<file path="src/rtl/alu_apb_arbiter_if.sv">
// Signal bundle for the two requester command ports and the shared APB bus of alu_apb_arbiter.
// The arbiter connects through the master modport; the environment uses the slave modport.
interface alu_apb_arbiter_if;
  logic        m0_req;
  logic        m0_write;
  logic [31:0] m0_addr;
  logic [31:0] m0_wdata;
  logic        m0_done;
  logic [31:0] m0_rdata;
  logic        m0_err;

  logic        m1_req;
  logic        m1_write;
  logic [31:0] m1_addr;
  logic [31:0] m1_wdata;
  logic        m1_done;
  logic [31:0] m1_rdata;
  logic        m1_err;

  logic        psel;
  logic        penable;
  logic [31:0] paddr;
  logic        pwrite;
  logic [31:0] pwdata;
  logic [31:0] prdata;
  logic        pready;

  modport master (
    input  m0_req, m0_write, m0_addr, m0_wdata,
    input  m1_req, m1_write, m1_addr, m1_wdata,
    input  prdata, pready,
    output m0_done, m0_rdata, m0_err,
    output m1_done, m1_rdata, m1_err,
    output psel, penable, paddr, pwrite, pwdata
  );

  modport slave (
    output m0_req, m0_write, m0_addr, m0_wdata,
    output m1_req, m1_write, m1_addr, m1_wdata,
    output prdata, pready,
    input  m0_done, m0_rdata, m0_err,
    input  m1_done, m1_rdata, m1_err,
    input  psel, penable, paddr, pwrite, pwdata
  );
endinterface

</file>
<file path="src/rtl/alu_apb_arbiter.sv">
// Round-robin arbiter serialising two requesters' single read/write commands onto one APB bus,
// with address-window rejection and a pready timeout. Every output is registered.
module alu_apb_arbiter #(
  parameter logic [31:0] ADDR_LO     = 32'h10,
  parameter logic [31:0] ADDR_HI     = 32'h1C,
  parameter int unsigned TIMEOUT_CYC = 16
) (
  input logic               clk,
  input logic               reset_n,
  alu_apb_arbiter_if.master bus
);

  localparam int unsigned CntW = $clog2(TIMEOUT_CYC + 1);

  typedef enum logic [1:0] {StIdle, StSetup, StAccess, StResp} state_e;

  state_e          state_q, state_d;
  logic            gnt_q, gnt_d;
  logic            last_q, last_d;
  logic            wr_q, wr_d;
  logic [31:0]     addr_q, addr_d;
  logic [31:0]     wdata_q, wdata_d;
  logic [CntW-1:0] cnt_q, cnt_d;

  logic            sel;
  logic            sel_write;
  logic [31:0]     sel_addr;
  logic [31:0]     sel_wdata;
  logic            legal;
  logic            resp_err;
  logic [31:0]     resp_rdata;
  logic            bus_d;

  logic            psel_q, penable_q, pwrite_q;
  logic [31:0]     paddr_q, pwdata_q;
  logic            done0_q, done1_q, err0_q, err1_q;
  logic [31:0]     rdata0_q, rdata1_q;

  // On a tie the requester that was not granted last wins.
  always_comb begin
    sel       = (bus.m0_req && bus.m1_req) ? ~last_q : bus.m1_req;
    sel_write = sel ? bus.m1_write : bus.m0_write;
    sel_addr  = sel ? bus.m1_addr  : bus.m0_addr;
    sel_wdata = sel ? bus.m1_wdata : bus.m0_wdata;
    legal     = (sel_addr >= ADDR_LO) && (sel_addr <= ADDR_HI) && (sel_addr[1:0] == 2'b00);
  end

  always_comb begin
    state_d    = state_q;
    gnt_d      = gnt_q;
    last_d     = last_q;
    wr_d       = wr_q;
    addr_d     = addr_q;
    wdata_d    = wdata_q;
    cnt_d      = cnt_q;
    resp_err   = 1'b0;
    resp_rdata = '0;
    unique case (state_q)
      StIdle: begin
        if (bus.m0_req || bus.m1_req) begin
          gnt_d   = sel;
          last_d  = sel;
          wr_d    = sel_write;
          addr_d  = sel_addr;
          wdata_d = sel_wdata;
          if (legal) begin
            state_d = StSetup;
          end else begin
            state_d  = StResp;
            resp_err = 1'b1;
          end
        end
      end
      StSetup: begin
        state_d = StAccess;
        cnt_d   = '0;
      end
      StAccess: begin
        if (bus.pready) begin
          state_d    = StResp;
          resp_rdata = wr_q ? 32'h0 : bus.prdata;
        end else if (cnt_q == CntW'(TIMEOUT_CYC - 1)) begin
          state_d  = StResp;
          resp_err = 1'b1;
        end else begin
          cnt_d = cnt_q + 1'b1;
        end
      end
      StResp: begin
        state_d = StIdle;
        cnt_d   = '0;
      end
      default: state_d = StIdle;
    endcase
  end

  assign bus_d = (state_d == StSetup) || (state_d == StAccess);

  always_ff @(posedge clk or negedge reset_n) begin
    if (!reset_n) begin
      state_q   <= StIdle;
      gnt_q     <= 1'b0;
      last_q    <= 1'b1;
      wr_q      <= 1'b0;
      addr_q    <= '0;
      wdata_q   <= '0;
      cnt_q     <= '0;
      psel_q    <= 1'b0;
      penable_q <= 1'b0;
      pwrite_q  <= 1'b0;
      paddr_q   <= '0;
      pwdata_q  <= '0;
      done0_q   <= 1'b0;
      done1_q   <= 1'b0;
      err0_q    <= 1'b0;
      err1_q    <= 1'b0;
      rdata0_q  <= '0;
      rdata1_q  <= '0;
    end else begin
      state_q   <= state_d;
      gnt_q     <= gnt_d;
      last_q    <= last_d;
      wr_q      <= wr_d;
      addr_q    <= addr_d;
      wdata_q   <= wdata_d;
      cnt_q     <= cnt_d;
      // APB fields are forced to zero whenever psel is low.
      psel_q    <= bus_d;
      penable_q <= (state_d == StAccess);
      pwrite_q  <= bus_d ? wr_d : 1'b0;
      paddr_q   <= bus_d ? addr_d : 32'h0;
      pwdata_q  <= bus_d ? wdata_d : 32'h0;
      done0_q   <= (state_d == StResp) && !gnt_d;
      done1_q   <= (state_d == StResp) && gnt_d;
      err0_q    <= (state_d == StResp) && !gnt_d && resp_err;
      err1_q    <= (state_d == StResp) && gnt_d && resp_err;
      rdata0_q  <= ((state_d == StResp) && !gnt_d) ? resp_rdata : 32'h0;
      rdata1_q  <= ((state_d == StResp) && gnt_d) ? resp_rdata : 32'h0;
    end
  end

  assign bus.psel     = psel_q;
  assign bus.penable  = penable_q;
  assign bus.pwrite   = pwrite_q;
  assign bus.paddr    = paddr_q;
  assign bus.pwdata   = pwdata_q;
  assign bus.m0_done  = done0_q;
  assign bus.m1_done  = done1_q;
  assign bus.m0_err   = err0_q;
  assign bus.m1_err   = err1_q;
  assign bus.m0_rdata = rdata0_q;
  assign bus.m1_rdata = rdata1_q;

endmodule

</file>
<file path="src/flat_wrapper.sv">
// flat-port wrapper written by rule: the top's interface ports become plain ports
module alu_apb_arbiter_flat 
#(
  parameter logic [31:0] ADDR_LO     = 32'h10,
  parameter logic [31:0] ADDR_HI     = 32'h1C,
  parameter int unsigned TIMEOUT_CYC = 16
)
  (clk, reset_n, bus_m0_req, bus_m0_write, bus_m0_addr, bus_m0_wdata, bus_m1_req, bus_m1_write, bus_m1_addr, bus_m1_wdata, bus_prdata, bus_pready, bus_m0_done, bus_m0_rdata, bus_m0_err, bus_m1_done, bus_m1_rdata, bus_m1_err, bus_psel, bus_penable, bus_paddr, bus_pwrite, bus_pwdata);
  alu_apb_arbiter_if bus_i ();
  input logic clk;
  input logic reset_n;
  input wire logic [$bits(bus_i.m0_req)-1:0] bus_m0_req;
  input wire logic [$bits(bus_i.m0_write)-1:0] bus_m0_write;
  input wire logic [$bits(bus_i.m0_addr)-1:0] bus_m0_addr;
  input wire logic [$bits(bus_i.m0_wdata)-1:0] bus_m0_wdata;
  input wire logic [$bits(bus_i.m1_req)-1:0] bus_m1_req;
  input wire logic [$bits(bus_i.m1_write)-1:0] bus_m1_write;
  input wire logic [$bits(bus_i.m1_addr)-1:0] bus_m1_addr;
  input wire logic [$bits(bus_i.m1_wdata)-1:0] bus_m1_wdata;
  input wire logic [$bits(bus_i.prdata)-1:0] bus_prdata;
  input wire logic [$bits(bus_i.pready)-1:0] bus_pready;
  output wire logic [$bits(bus_i.m0_done)-1:0] bus_m0_done;
  output wire logic [$bits(bus_i.m0_rdata)-1:0] bus_m0_rdata;
  output wire logic [$bits(bus_i.m0_err)-1:0] bus_m0_err;
  output wire logic [$bits(bus_i.m1_done)-1:0] bus_m1_done;
  output wire logic [$bits(bus_i.m1_rdata)-1:0] bus_m1_rdata;
  output wire logic [$bits(bus_i.m1_err)-1:0] bus_m1_err;
  output wire logic [$bits(bus_i.psel)-1:0] bus_psel;
  output wire logic [$bits(bus_i.penable)-1:0] bus_penable;
  output wire logic [$bits(bus_i.paddr)-1:0] bus_paddr;
  output wire logic [$bits(bus_i.pwrite)-1:0] bus_pwrite;
  output wire logic [$bits(bus_i.pwdata)-1:0] bus_pwdata;
  assign bus_i.m0_req = bus_m0_req;
  assign bus_i.m0_write = bus_m0_write;
  assign bus_i.m0_addr = bus_m0_addr;
  assign bus_i.m0_wdata = bus_m0_wdata;
  assign bus_i.m1_req = bus_m1_req;
  assign bus_i.m1_write = bus_m1_write;
  assign bus_i.m1_addr = bus_m1_addr;
  assign bus_i.m1_wdata = bus_m1_wdata;
  assign bus_i.prdata = bus_prdata;
  assign bus_i.pready = bus_pready;
  assign bus_m0_done = bus_i.m0_done;
  assign bus_m0_rdata = bus_i.m0_rdata;
  assign bus_m0_err = bus_i.m0_err;
  assign bus_m1_done = bus_i.m1_done;
  assign bus_m1_rdata = bus_i.m1_rdata;
  assign bus_m1_err = bus_i.m1_err;
  assign bus_psel = bus_i.psel;
  assign bus_penable = bus_i.penable;
  assign bus_paddr = bus_i.paddr;
  assign bus_pwrite = bus_i.pwrite;
  assign bus_pwdata = bus_i.pwdata;
  alu_apb_arbiter #(.ADDR_LO(ADDR_LO), .ADDR_HI(ADDR_HI), .TIMEOUT_CYC(TIMEOUT_CYC)) u_core (.clk(clk), .reset_n(reset_n), .bus(bus_i));
endmodule
</file>
<file path="config.mk">
export PLATFORM = sky130hd
export DESIGN_NAME = alu_apb_arbiter_flat
export DESIGN_NICKNAME = d
export VERILOG_FILES = /design/src/rtl/alu_apb_arbiter_if.sv /design/src/rtl/alu_apb_arbiter.sv /design/src/flat_wrapper.sv
export SDC_FILE = /design/constraint.sdc
export NUM_CORES = 1
export LEC_CHECK = 0
export ABC_AREA = 1
export BUFFER_PORTS_ARGS = -buffer_cell sky130_fd_sc_hd__buf_2
export CORE_MARGIN = 10
export CORE_UTILIZATION = 50
export CTS_CLUSTER_DIAMETER = 100
export CTS_CLUSTER_SIZE = 40
export DETAILED_ROUTE_END_ITERATION = 7
export PLACE_DENSITY = 0.86
export SETUP_SLACK_MARGIN = 0.3
export SYNTH_ARGS = -nofsm -noshare
export SYNTH_HDL_FRONTEND = slang
export SYNTH_SLANG_ARGS = --single-unit
</file>
<file path="constraint.sdc">
create_clock -name clk -period 6.79 [get_ports clk]
set_input_delay 0 -clock clk [delete_from_list [all_inputs] [get_ports clk]]
set_output_delay 0 -clock clk [all_outputs]
set_load 0.01 [all_outputs]
</file>
# --- After elaboration in Yosys (flattened, before gate mapping) ---
# Index checks and enable logic that the tools add are counted.
totals:
  register_bits: 209
  latchBits: 0
  ramBits: 0
  mem_bits_ro: 0
  inputBits: 167
  output_inout_bits: 135
  word_cells: 80
  mem_count: 0
op_classes:
  n_addsub: 1
  n_mul: 0
  div_mod_pow: 0
  n_lt_le_gt_ge: 2
  eq_ne: 9
  shifts: 0
  mux: 33
  bitwise_logic: 1
  n_reduce_logical: 16
op_table:
  columns: ["op", "count"]
  rows:
  - ["$mux W32", 13]
  - ["$ge A32 B5 Y1 const B", 1]
  - ["$le A32 B5 Y1 const B", 1]
  - ["$mux W1", 11]
  - ["$mux W5", 2]
  - ["$pmux W5 S2", 1]
  - ["$eq A2 B2 Y1 const B", 4]
  - ["$mux W2", 4]
  - ["$pmux W2 S4", 1]
  - ["$logic_and A1 B1 Y1", 7]
  - ["$add A5 B1 Y5 const B", 1]
  - ["$eq A5 B4 Y1 const B", 1]
  - ["$eq A2 B1 Y1 const B", 2]
  - ["$logic_not A2 Y1", 2]
  - ["$ne A2 B2 Y1 const B", 2]
  - ["$reduce_and A3 Y1", 1]
  - ["$logic_or A1 B1 Y1", 2]
  - ["$pmux W1 S2", 1]
  - ["$reduce_and A2 Y1", 1]
  - ["$reduce_bool A2 Y1", 1]
  - ["$reduce_or A2 Y1", 1]
  - ["$logic_not A1 Y1", 1]
  - ["$not A1 Y1", 1]

# --- Longest topological paths before layout ---
depth:
  depth_word: 12
  ltp_mapped: 18
  depth_no_buf: 16

# --- Worst setup path after synthesis ---
# Ideal clock, no wire load.
synth_timing:
  path_type: "register to register"
  from: "register u_core.state_q[0]"
  to: "register u_core.pwdata_q[22], in the netlist u_core.bus.pwdata[22]"
  setup_ps: 119
  arrival_time_ps: 2345
  required_ps: 6671
  path_slack_ps: 4326
  path_stages_with_launch: 15
  n_path_buf: 5
  period_less_slack_ps: 2464
  path_cell_list: "dfrtp_1 > inv_1 > ha_1 > inv_2 > nor2_2 > buf_4 > buf_4 > buf_4 > nand2_1 > nand3_1 > ha_1 > clkbuf_1 > inv_1 > clkbuf_1 > and2_1"
synth_between:
  word_cells_on_any_way: 13
  cone_classes: "eq/ne (5); mux (6); reduce/logical (2)"
synth_lines:
  columns: ["element", "line_no", "source"]
  rows:
  - ["start, declared", "alu_apb_arbiter.sv:17", "state_e state_q, state_d;"]
  - ["start signal, assigned", "alu_apb_arbiter.sv:101", "state_q <= StIdle;"]
  - ["start signal, assigned", "alu_apb_arbiter.sv:120", "state_q <= state_d;"]
  - ["$eq A2 B2 Y1 (tied with other cells)", "alu_apb_arbiter.sv:58", "unique case (state_q)"]
  - ["$pmux W2 S4 *", "alu_apb_arbiter.sv:58", null]
  - ["named net u_core.state_d[1]", "alu_apb_arbiter.sv:17", null]
  - ["$eq A2 B1 Y1 or $eq A2 B2 Y1 (tied branches)", "alu_apb_arbiter.sv:97", "assign bus_d = (state_d == StSetup) || (state_d == StAccess);"]
  - ["$logic_or A1 B1 Y1 *", "alu_apb_arbiter.sv:97", null]
  - ["named net u_core.bus_d", "alu_apb_arbiter.sv:32", "logic bus_d;"]
  - ["$mux W32 *", "alu_apb_arbiter.sv:132", "pwdata_q <= bus_d ? wdata_d : 32'h0;"]
  - ["end signal, assigned", "alu_apb_arbiter.sv:132", null]
  - ["end, declared", "alu_apb_arbiter.sv:35", "logic [31:0] paddr_q, pwdata_q;"]
# The timed path passes the listed nets; every way through them passes the cells marked *.
# A chain may end at the register's enable or synchronous reset.

# --- Worst setup path in the final report ---
layout_timing:
  from: "register u_core.last_q"
  to: "register u_core.pwdata_q[25], in the netlist u_core.bus.pwdata[25]"
layout_between:
  elab_chain_cells: 12
  word_cells_on_any_way: 18
  cone_classes: "order compare (2); eq/ne (2); mux (9); bitwise (1); reduce/logical (4)"
layout_rtl:
  columns: ["element", "line_no", "source"]
  rows:
  - ["start, declared", "alu_apb_arbiter.sv:19", "logic last_q, last_d;"]
  - ["start signal, assigned", "alu_apb_arbiter.sv:122", "last_q <= last_d;"]
  - ["$not A1 Y1 *", "alu_apb_arbiter.sv:41", "sel = (bus.m0_req && bus.m1_req) ? ~last_q : bus.m1_req;"]
  - ["$mux W1 *", "alu_apb_arbiter.sv:41", null]
  - ["$mux W32 *", "alu_apb_arbiter.sv:43", "sel_addr = sel ? bus.m1_addr : bus.m0_addr;"]
  - ["$ge A32 B5 Y1 or $le A32 B5 Y1 (tied branches)", "alu_apb_arbiter.sv:45", "legal = (sel_addr >= ADDR_LO) && (sel_addr <= ADDR_HI) && (sel_addr[1:0] == 2'b00);"]
  - ["$logic_and A1 B1 Y1", "alu_apb_arbiter.sv:45", null]
  - ["$logic_and A1 B1 Y1 *", "alu_apb_arbiter.sv:45", null]
  - ["$mux W2 *", "alu_apb_arbiter.sv:66", "if (legal) begin"]
  - ["$mux W2 *", "alu_apb_arbiter.sv:60", "if (bus.m0_req || bus.m1_req) begin"]
  - ["$pmux W2 S4 *", "alu_apb_arbiter.sv:58", null]
  - ["named net u_core.state_d[1]", "alu_apb_arbiter.sv:17", null]
  - ["$eq A2 B1 Y1 or $eq A2 B2 Y1 (tied branches)", "alu_apb_arbiter.sv:97", null]
  - ["$logic_or A1 B1 Y1 *", "alu_apb_arbiter.sv:97", null]
  - ["$mux W32 *", "alu_apb_arbiter.sv:132", null]
# Marked as above.

==> flow_summary.yaml <==
outcome:
  outcome: "finished, violations left"
  failed_checks: "negative hold slack"
clocking:
  max-clock-path-buffers: 3
  tritoncts: "yes"
  cts_setup_buffers: 0
  numCtsBuffers: 9
  clk_latency_ns: 0.47
  htree_levels: 1
  clock-sinks: 209
  clkTransAtPathRegs_ns: 0.14
  clock-root-buffer: "clkbuf_16"
min_path:
  hold_class: "in2reg"
  min_from: "bus_m1_addr[8]"
synth:
  synthArstFlopShare: 1.00
  synth_top_family_by_area: "simple AND/OR/NAND/NOR gates"
  synth_xor_area_frac: 0
  synth-compound-area-share: 0.0687
  synth_area_leaders: "dfrtp_1, nand2_1, nor3_1, inv_1, o21ai_0"
  muxShareOfSynthArea: 0
  synth-simple-area-share: 0.219
  yosys_most_used_dff: "dfrtp_1"
  ys_seq_elements: 209
  synth-edff-count: 0
  synth_top_cell_by_area: "dfrtp_1"
  synth-adder-area-share: 0.0120
  syn_inst: 858
  yosysSeqAreaShare: 0.627
  syn-mean-instance-area_um2: 9.72
  synth_top_area_share: 0.624
  synth.cell_area_um2: 8340
  synth_nets: 1033
  yosys_warnings: 0
  synth_cell_types: 24
global_route:
  grt_first_pass_wirelength_um: 44200
  overflow: 0
  top_usage_layer: "met2"
  grt_usage: 0.245
  grt_pass1_vias: 8347
  grt_util_met2: 0.418
  grt_antenna_before_repair: 4
  met1_usage: 0.284
  grt_use_met3: 0.0613
  grt_max_degree: 131
die:
  floorplan.core_area_um2: 16500
  die_h_um: 149
  die_x_um: 149
  num_rows: 47
  dieArea_um2: 22300
  initial_core_util: 0.507
  io_pins: 302
power_and_ir_drop:
  internal-power_uw: 2720
  clockPowerShare: 0.141
  combPwrFrac: 0.463
  p_leak_uw: 0.00634
  power.density_nw_per_um2: 379
  switchingPower_uw: 1760
  seq_power_share: 0.396
  swShare: 0.393
  vdd_drop_max_uv: 311
cells_and_area:
  nets: 1471
  ff_latch_area_um2: 5230
  finalInstanceArea_um2: 11800
  syn2layout_area_growth_pct: 41.8
  fillers: 1084
  layout_common_cells: "buf_2, dfrtp_1, nand2_1, dlygate4sd3_1, inv_1"
  final_common_cell: "buf_2"
  drive_above_1_share: 0.255
  multiInputGateArea_um2: 2510
placement:
  portBuffers: 301
  dpl_cell_area_um2: 9860
  pre_cts_ws_ns: 2.96
  hpwl_um: 17000
  routabilityCongestion: 0.873
detailed_routing:
  vias: 7894
  viasPerCell: 5.19
  routedWlPerCell_um: 18.6
  antenna_left: 0
  first_pass_iters: 5
  routed_wirelength_um: 28200
  drtIter0Drc: 530
  drc: 0
worst_setup_path:
  required_ns: 7.17
  worstPathMaxFanout: 66
  critical_path_buf_inv_count: 2
  max_stage_delay_ns: 0.68
  crit_slowest_cell: "inv_1"
  rr_startpoint: "u_core.last_q"
  cp_data_arrival_time_ns: 4.37
  cp-end-kind: "flip-flop"
  crit_chain: "nand2_2 -> nand2_2 -> buf_4 -> nand2_1 -> nand2_1 -> nand2_1 -> nor2_1 -> nand2_1 -> nor2_1 -> nand2_1 -> nand2_1 -> nand3_1 -> ha_1 -> inv_1 -> and2_1"
  start_kind: "flip-flop"
  path_class: "reg2reg"
  crit_path_frequent_cell: "nand2_1"
  startpoint: "u_core.last_q"
  critical_path.top_delay_family: "simple AND/OR/NAND/NOR gates"
timing:
  fin_hold_ws_ns: -0.00561
  relSlewSlack: 0.231
  setup_tns_ns: 0
  rsz0062_at_grt: "no"
  setup_viol: 0
  finalCriticalPeriod_ns: 3.98
  timing.final.crit_share: 0.587
  hold_viol: 1
  fin_ws_ns: 2.81
  maxSlewViolCount: 0
  fmax_mhz: 251
  worstMarginPinSlew_ns: 1.15
  skew_ns: 0.0372
run:
  maxCapViolations: 0
[per-layer routing]
layer	up-vias	share of wire	wire length (um)
met2	445	0.50	14100
met5	-	0	0
met1	3747	0.37	10400
li1	3602	-	-
met4	0	0.048	1350
met3	100	0.085	2400
[cell families after synthesis]
family / after synthesis
simple gates: 402
buf+inv: 127
compound gates: 112
fa+ha+maj: 8
flops: 209
[timing repair]
| action | 4_1_cts | 5_1_grt |
|---|---|---|
| gates resized for setup | 0 | 0 |
| hold buffers | 170 | 0 |
| endpoints found under the setup margin | 0 | 0 |
| hold endpoints to repair | 324 | 0 |
[Yosys cell counts, types with 3 or more instances]
library cell and n:
dfrtp_1 208, nand2_1 173, inv_1 75, nor3_1 66, nor2_1 59, o21ai_0 45
nand3_1 41, a21oi_1 34, and2_1 33, o21ai_1 30, nand3b_1 22, clkbuf_1 20
buf_4 11, buf_6 11, ha_1 8, buf_2 7, inv_2 3, nand2_2 3
[power by group through the flow]
stage                     Combinational, uW  Sequential (uW)  Clock [uW]
after global routing                   2300             1810         684
after detailed placement               1700             1790           0
after CTS                              2000             1770         644
final                                  2070             1780         631
after floorplan                        1090             1860           0
after global placement                 1650             1790           0
[state kept, by name, indices dropped and copies added, names as in the netlist, 2 cells and up]
signal               cells
u_core.addr_q           32
u_core.bus.m0_rdata     32
u_core.bus.m1_rdata     32
u_core.bus.paddr        32
u_core.bus.pwdata       32
u_core.cnt_q             5
u_core.state_q           2
u_core.wdata_q          32
[through the flow]
stage               instances   util  total power, uW  hold WS [ns]
CTS                      1516  0.718             4420       0.00602
detailed placement       1335  0.599             3490         0.233
global route             1520  0.718             4790        0.0148
floorplan                 858      -             2950        -0.296
global placement         1335  0.599             3440         0.226
finish                   1521  0.718             4480      -0.00561
[path summary, 6_finish.rpt]
| kind | cells after the start | slack [ns] | to |
|---|---|---|---|
| max | 15 | 2.81 | u_core.bus.pwdata[25] |
| min | 5 | -0.006 | u_core.bus.paddr[8] |
| max reg2reg | 15 | 2.81 | u_core.bus.pwdata[25] |
| min reg2reg | 2 | 0.48 | u_core.last_q |
| max in group asynchronous | 3 | 4.96 | u_core.addr_q[0] |
| min in group asynchronous | 2 | 0.25 | u_core.bus.pwdata[13] |
[worst register-to-register path, cell delays in order (launching register included)]
cell and delay, ns:
dfstp_2 0.55, nand2_2 0.35, nand2_2 0.20, buf_4 0.61, nand2_1 0.20, nand2_1 0.10, nand2_1 0.05, nor2_1 0.15
nand2_1 0.08, nor2_1 0.08, nand2_1 0.09, nand2_1 0.12, nand3_1 0.13, ha_1 0.31, inv_1 0.68, and2_1 0.24
[layout make-up]
class | instances | share of cell area
Timing Repair Buffer | 476 | 0.275
Inverter | 78 | 0.0248
Tap cell | 220 | 0.0233
Sequential cell | 209 | 0.442
Clock buffer | 9 | 0.0190
Multi-Input combinational cell | 522 | 0.212
Antenna cell | 5 | 0.00106
Clock inverter | 2 | 0.00212
Note: power is estimated with default switching activity, not from simulation.
